File: src/rtl/alu_sequencer.sv
// Multi-cycle ALU controller sharing one 4-bit ripple-carry adder
// across ADD, MUL (shift-and-add), 8-bit ACC and CLR operations.
module alu_sequencer (
    input  logic       clock_i,
    input  logic       reset_b_i,
    input  logic       start_i,
    input  logic [1:0] function_i,
    input  logic [3:0] a_i,
    input  logic [3:0] b_i,
    output logic       busy_o,
    output logic       done_o,
    output logic [7:0] result_o,
    output logic       ovf_o
);

    typedef enum logic [1:0] {
        IDLE = 2'd0,
        EXEC = 2'd1,
        DONE = 2'd2
    } state_t;

    localparam logic [1:0] FN_ADD = 2'b00;
    localparam logic [1:0] FN_MUL = 2'b01;
    localparam logic [1:0] FN_ACC = 2'b10;
    localparam logic [1:0] FN_CLR = 2'b11;

    state_t     state_q, state_d;
    logic [1:0] step_q, step_d;
    logic [1:0] fn_q, fn_d;
    logic [3:0] a_q, a_d;
    logic [3:0] b_q, b_d;
    logic [7:0] p_q, p_d;
    logic [7:0] acc_q, acc_d;
    logic [3:0] lo_q, lo_d;
    logic       cy_q, cy_d;
    logic [7:0] result_q, result_d;
    logic       ovf_q, ovf_d;

    logic [3:0] add_x, add_y, add_s;
    logic       add_cin, add_c;
    logic [4:0] chain;
    logic       last;
    logic       accept;

    // Operand steering into the single shared adder
    always_comb begin
        add_x   = 4'h0;
        add_y   = 4'h0;
        add_cin = 1'b0;
        case (fn_q)
            FN_ADD: begin
                add_x = a_q;
                add_y = b_q;
            end
            FN_MUL: begin
                add_x = p_q[7:4];
                add_y = p_q[0] ? a_q : 4'h0;
            end
            FN_ACC: begin
                if (step_q == 2'd0) begin
                    add_x = acc_q[3:0];
                    add_y = a_q;
                end else begin
                    add_x   = acc_q[7:4];
                    add_cin = cy_q;
                end
            end
            default: begin
                add_x = 4'h0;
            end
        endcase
    end

    always_comb begin
        chain    = 5'b0;
        chain[0] = add_cin;
        add_s    = 4'h0;
        for (int i = 0; i < 4; i++) begin
            add_s[i]   = add_x[i] ^ add_y[i] ^ chain[i];
            chain[i+1] = (add_x[i] & add_y[i])
                       | (chain[i] & (add_x[i] ^ add_y[i]));
        end
        add_c = chain[4];
    end

    always_comb begin
        case (fn_q)
            FN_MUL:  last = (step_q == 2'd3);
            FN_ACC:  last = (step_q == 2'd1);
            default: last = (step_q == 2'd0);
        endcase
    end

    assign accept = start_i && (state_q != EXEC);

    always_comb begin
        state_d  = state_q;
        step_d   = step_q;
        fn_d     = fn_q;
        a_d      = a_q;
        b_d      = b_q;
        p_d      = p_q;
        acc_d    = acc_q;
        lo_d     = lo_q;
        cy_d     = cy_q;
        result_d = result_q;
        ovf_d    = ovf_q;

        unique case (state_q)
            IDLE: state_d = IDLE;
            EXEC: begin
                step_d = step_q + 2'd1;
                if (last) state_d = DONE;
                case (fn_q)
                    FN_ADD: begin
                        result_d = {3'b000, add_c, add_s};
                        ovf_d    = 1'b0;
                    end
                    FN_MUL: begin
                        p_d = {add_c, add_s, p_q[3:1]};
                        if (last) begin
                            result_d = {add_c, add_s, p_q[3:1]};
                            ovf_d    = 1'b0;
                        end
                    end
                    FN_ACC: begin
                        if (step_q == 2'd0) begin
                            lo_d = add_s;
                            cy_d = add_c;
                        end else begin
                            acc_d    = {add_s, lo_q};
                            result_d = {add_s, lo_q};
                            ovf_d    = add_c;
                        end
                    end
                    default: begin
                        acc_d    = 8'h00;
                        result_d = 8'h00;
                        ovf_d    = 1'b0;
                    end
                endcase
            end
            DONE: state_d = IDLE;
            default: state_d = IDLE;
        endcase

        // Accept is legal from IDLE and DONE (back-to-back)
        if (accept) begin
            state_d = EXEC;
            step_d  = 2'd0;
            fn_d    = function_i;
            a_d     = a_i;
            b_d     = b_i;
            p_d     = {4'h0, b_i};
        end
    end

    always_ff @(posedge clock_i or negedge reset_b_i) begin
        if (!reset_b_i) begin
            state_q  <= IDLE;
            step_q   <= 2'd0;
            fn_q     <= 2'd0;
            a_q      <= 4'h0;
            b_q      <= 4'h0;
            p_q      <= 8'h00;
            acc_q    <= 8'h00;
            lo_q     <= 4'h0;
            cy_q     <= 1'b0;
            result_q <= 8'h00;
            ovf_q    <= 1'b0;
        end else begin
            state_q  <= state_d;
            step_q   <= step_d;
            fn_q     <= fn_d;
            a_q      <= a_d;
            b_q      <= b_d;
            p_q      <= p_d;
            acc_q    <= acc_d;
            lo_q     <= lo_d;
            cy_q     <= cy_d;
            result_q <= result_d;
            ovf_q    <= ovf_d;
        end
    end

    assign busy_o   = (state_q == EXEC);
    assign done_o   = (state_q == DONE);
    assign result_o = result_q;
    assign ovf_o    = ovf_q;

endmodule
File: config.mk
export PLATFORM = sky130hd
export DESIGN_NAME = alu_sequencer
export DESIGN_NICKNAME = d
export VERILOG_FILES = /design/src/rtl/alu_sequencer.sv
export SDC_FILE = /design/constraint.sdc
export NUM_CORES = 1
export LEC_CHECK = 0
export CAP_MARGIN = 20
export CORE_ASPECT_RATIO = 0.7
export CORE_MARGIN = 2
export CORE_UTILIZATION = 56
export DETAILED_ROUTE_END_ITERATION = 10
export MAX_ROUTING_LAYER = met4
export PLACE_DENSITY = 0.84
export SYNTH_ARGS = -nofsm -noshare
export SYNTH_HDL_FRONTEND = slang
export SYNTH_SLANG_ARGS = --single-unit
File: constraint.sdc
create_clock -name clock_i -period 5.55 [get_ports clock_i]
set_input_delay 0.8325 -clock clock_i [delete_from_list [all_inputs] [get_ports clock_i]]
set_output_delay 0.8325 -clock clock_i [all_outputs]
set_load 0.01 [all_outputs]
==> flow_metrics.tcl <==
set metrics [dict create \
    synth_edf_count 0 \
    cpPeakStageDelay_ps 630 \
    core_area_um2 3875 \
    relSlewSlack_pct 37.35 \
    diodes 0 \
    cts_root_buffer "sky130_fd_sc_hd__clkbuf_8" \
    fin_total_pwr_mw 1.565 \
    synth_compound_gate_area_share_pct 13.08 \
    synth.yosys.seq_area_share_pct 49.19 \
    finalNetCount 261 \
    die_width_um 79.57 \
    worstSetupEndpointType "flop" \
    die_h_um 56.90 \
    synth_simple_gate_area_share_pct 15.48 \
    final_cell_count_no_fill 291 \
    grt.total_usage_pct 23.14 \
    max_cap_violations 0 \
    share_of_synthesized_flip_flops_with_an_asynchronous_set_or_reset_pct 100.0 \
    share_of_cells_above_drive_strength_1_pct 12.55 \
    path_max_fanout 22 \
    synth.top_cell.area_share_pct 49.19 \
    grt_util_met3_pct 4.823 \
    post_synth.cell_area_avg_um2 10.27 \
    hold_path.class "flop to flop" \
    layout.cell_area.non_filler_um2 2570 \
    fp-row-count 19 \
    cp_data_arrival_time_ps 4570 \
    cell_breakdown_of_the_critical_path "inv_1 > ha_1 > nand2_1 > nand2_1 > a22oi_1 > or2_2 > fa_1 > fa_1 > inv_1 > fa_1 > inv_1 > fa_1 > inv_1 > a222oi_1 > nor2_1 > mux2_4" \
    parity_gate_share_of_the_synthesized_area_counting_xor_and_xnor_cells_pct 0.3913 \
    cts.path.max_buffers 2 \
    number_of_filler_cells_placed_in_the_layout 297 \
    postSynthCellCount 218 \
    report.final.slew_viol_count 0 \
    adder_cell_share_of_the_synthesized_area_pct 6.931 \
    via_count_of_the_first_global_routing_pass 1589 \
    worst_ir_drop_vdd_uv 308.7 \
    max_freq_mhz 228.0 \
    worst_setup_hold_path_clk_slew_ps 80 \
    hold_depth 2 \
    gp_congestion 0.9016 \
    top_usage_layer "met1" \
    area.growth.synth_to_final_pct 14.81 \
    dp_cells 283 \
    synth-main-ff-cell "sky130_fd_sc_hd__dfrtp_1" \
    ys_types 29 \
    numPortBuffers 23 \
    worst_setup_path_start_kind "flop" \
    critPathRequiredTime_ps 5730 \
    cts.hold.buffers_added 0 \
    initial_antenna_violation_count 0 \
    global_route_wire_length_before_repair_um 7776 \
    place_hpwl_um 3380 \
    routed_wire_length_per_instance_um 16.31 \
    worst_pin_slew_ps 939.8 \
    drt_first_iter_violations 142 \
    post-synth-top-area-cell "sky130_fd_sc_hd__dfrtp_1" \
    timing.reg2reg.worst_path_depth 16 \
    setup-violations-final 0 \
    drt_wl_total_um 4746 \
    total_leakage_power_nw 1.221 \
    ctsHtreeMaxLevel 2 \
    critical_path.top_delay_family "adder cells" \
    netlist_area_before_placement_um2 2238 \
    finalWorstPathRequiredPeriod_ps 4386 \
    final.period_utilization_pct 79.02 \
    drc 0 \
    dr.pass1.iters 6 \
    totalNegativeSetupSlack_ps 0 \
    synth.ff_latch_count 44 \
    pwr_density_cell_nw_per_um2 609.0 \
    path_depth 16 \
    synthesis.nets 241 \
    insertion_delay_ps 290 \
    cts_tree "built" \
    cts_buffers 5 \
    grt_max_degree 45 \
    mostFrequentLayoutCells "sky130_fd_sc_hd__nand2_1 (50), sky130_fd_sc_hd__dfrtp_1 (44), sky130_fd_sc_hd__clkdlybuf4s50_1 (22)" \
    cts_repair_resize_count 0 \
    globalRoute.totalOverflow 0 \
    postCtsSetupBuffers 0 \
    grt.met2_usage_pct 32.65 \
    hold_viol 0 \
    initial_core_util_pct 57.77 \
    grt_use_met1_pct 34.22 \
    route.detailed.vias_per_inst 5.808 \
    cp_num_buf_inv 4 \
    grt_setup_unrepaired "false" \
    outcome "completed" \
    ys_top_cells_by_area "sky130_fd_sc_hd__dfrtp_1 (49%), sky130_fd_sc_hd__nand2_1 (8.4%), sky130_fd_sc_hd__mux2_4 (6.0%)" \
    tritoncts_num_sinks 44 \
    fin_worst_skew_ps 8.188 \
    largest_family_of_logic_cells_by_synthesized_area "simple AND/OR/NAND/NOR gates" \
    design.die.area_um2 4527 \
    vias 1690 \
    detail-route-antenna-nets 0 \
    timing_worst_setup_path_type "flop to flop" \
    synth.area.mux_share_pct 10.90 \
    worst_path_max_delay_cell "sky130_fd_sc_hd__ha_1" \
    dpl_cell_area_um2 2480 \
    layout.cells.most_common "sky130_fd_sc_hd__nand2_1" \
    yosys_warnings 0 \
    ioPinCount 24 \
]
path summary, 6_finish.rpt:
kind,startpoint,endpoint,slack (ps)
setup / recovery,fn_q[0]$_DFFE_PN0P_,result_o[3]$_DFFE_PN0P_,1160
hold / removal,acc_q[2]$_DFFE_PN0P_,acc_q[2]$_DFFE_PN0P_,480
setup reg to reg,fn_q[0]$_DFFE_PN0P_,result_o[3]$_DFFE_PN0P_,1160
hold reg to reg,acc_q[2]$_DFFE_PN0P_,acc_q[2]$_DFFE_PN0P_,480
max in group asynchronous,reset_b_i,acc_q[3]$_DFFE_PN0P_,4280
min in group asynchronous,reset_b_i,result_o[5]$_DFFE_PN0P_,680
through the flow:
| stage | util (%) | hold slack [ps] | worst slack [ps] |
|---|---|---|---|
| after floorplan | - | 444.4 | 1694 |
| after global placement | 64.00 | 458.3 | 1412 |
| after CTS | 66.32 | 483.9 | 1238 |
| after global routing | 66.32 | 515.7 | 917.1 |
| final | 66.32 | 483.8 | 1164 |
| after detailed placement | 64.00 | 466.0 | 1259 |
cells in the mapped netlist, drive strengths merged, types with 6 or more instances:
master / number
a222oi: 9
mux2: 16
or2: 6
clkbuf: 6
ha: 6
o21ai: 18
a21oi: 6
inv: 11
nor2: 11
nand2: 50
dfrtp: 44
cell type report:
| cell class | count | area, µm² | area share, % |
|---|---|---|---|
| Sequential cell | 44 | 1101 | 42.84 |
| Tap cell | 52 | 65.06 | 2.532 |
| Timing Repair Buffer | 23 | 225.2 | 8.763 |
| Inverter | 11 | 41.29 | 1.607 |
| Multi-Input combinational cell | 153 | 1047 | 40.75 |
| Clock buffer | 8 | 90.09 | 3.505 |
report_power, final:
group	internal [mW]	total (mW)	leakage [nW]	switching [mW]
sequential	0.448	0.541	0.575	0.0927
clock	0.101	0.202	0.0455	0.100
combinational	0.356	0.823	0.601	0.467
total	0.906	1.56	1.22	0.659
logic make-up after synthesis:
family,count (synthesis)
AOI/OAI and AO/OA,43
and+or+nand+nor,80
adders and majority gates,10
muxes,19
xor gates and xnor gates,1
buffers and inverters,21
DFF,44
state kept, by name, indices dropped and copies added (netlist names):
signal,count
a_q,4
state_q,2
b_q,4
cy_q,1
result_o,8
step_q,2
acc_q,8
lo_q,4
ovf_o,1
p_q,8
fn_q,2
per-layer routing:
layer	up-vias	share of wire, %
met5	-	0
met4	0	1.3
met3	9	6.4
met2	68	44
met1	826	48
li1	787	-
worst min-delay path, delay by kind of cell (launching register included):
kind / cells / cell delay (ps)
AND/OR/NAND/NOR: 1 / 50
flip-flops: 1 / 350
AO/OA/AOI/OAI: 1 / 60
No activity file was read; power rests on OpenSTA's default activity.
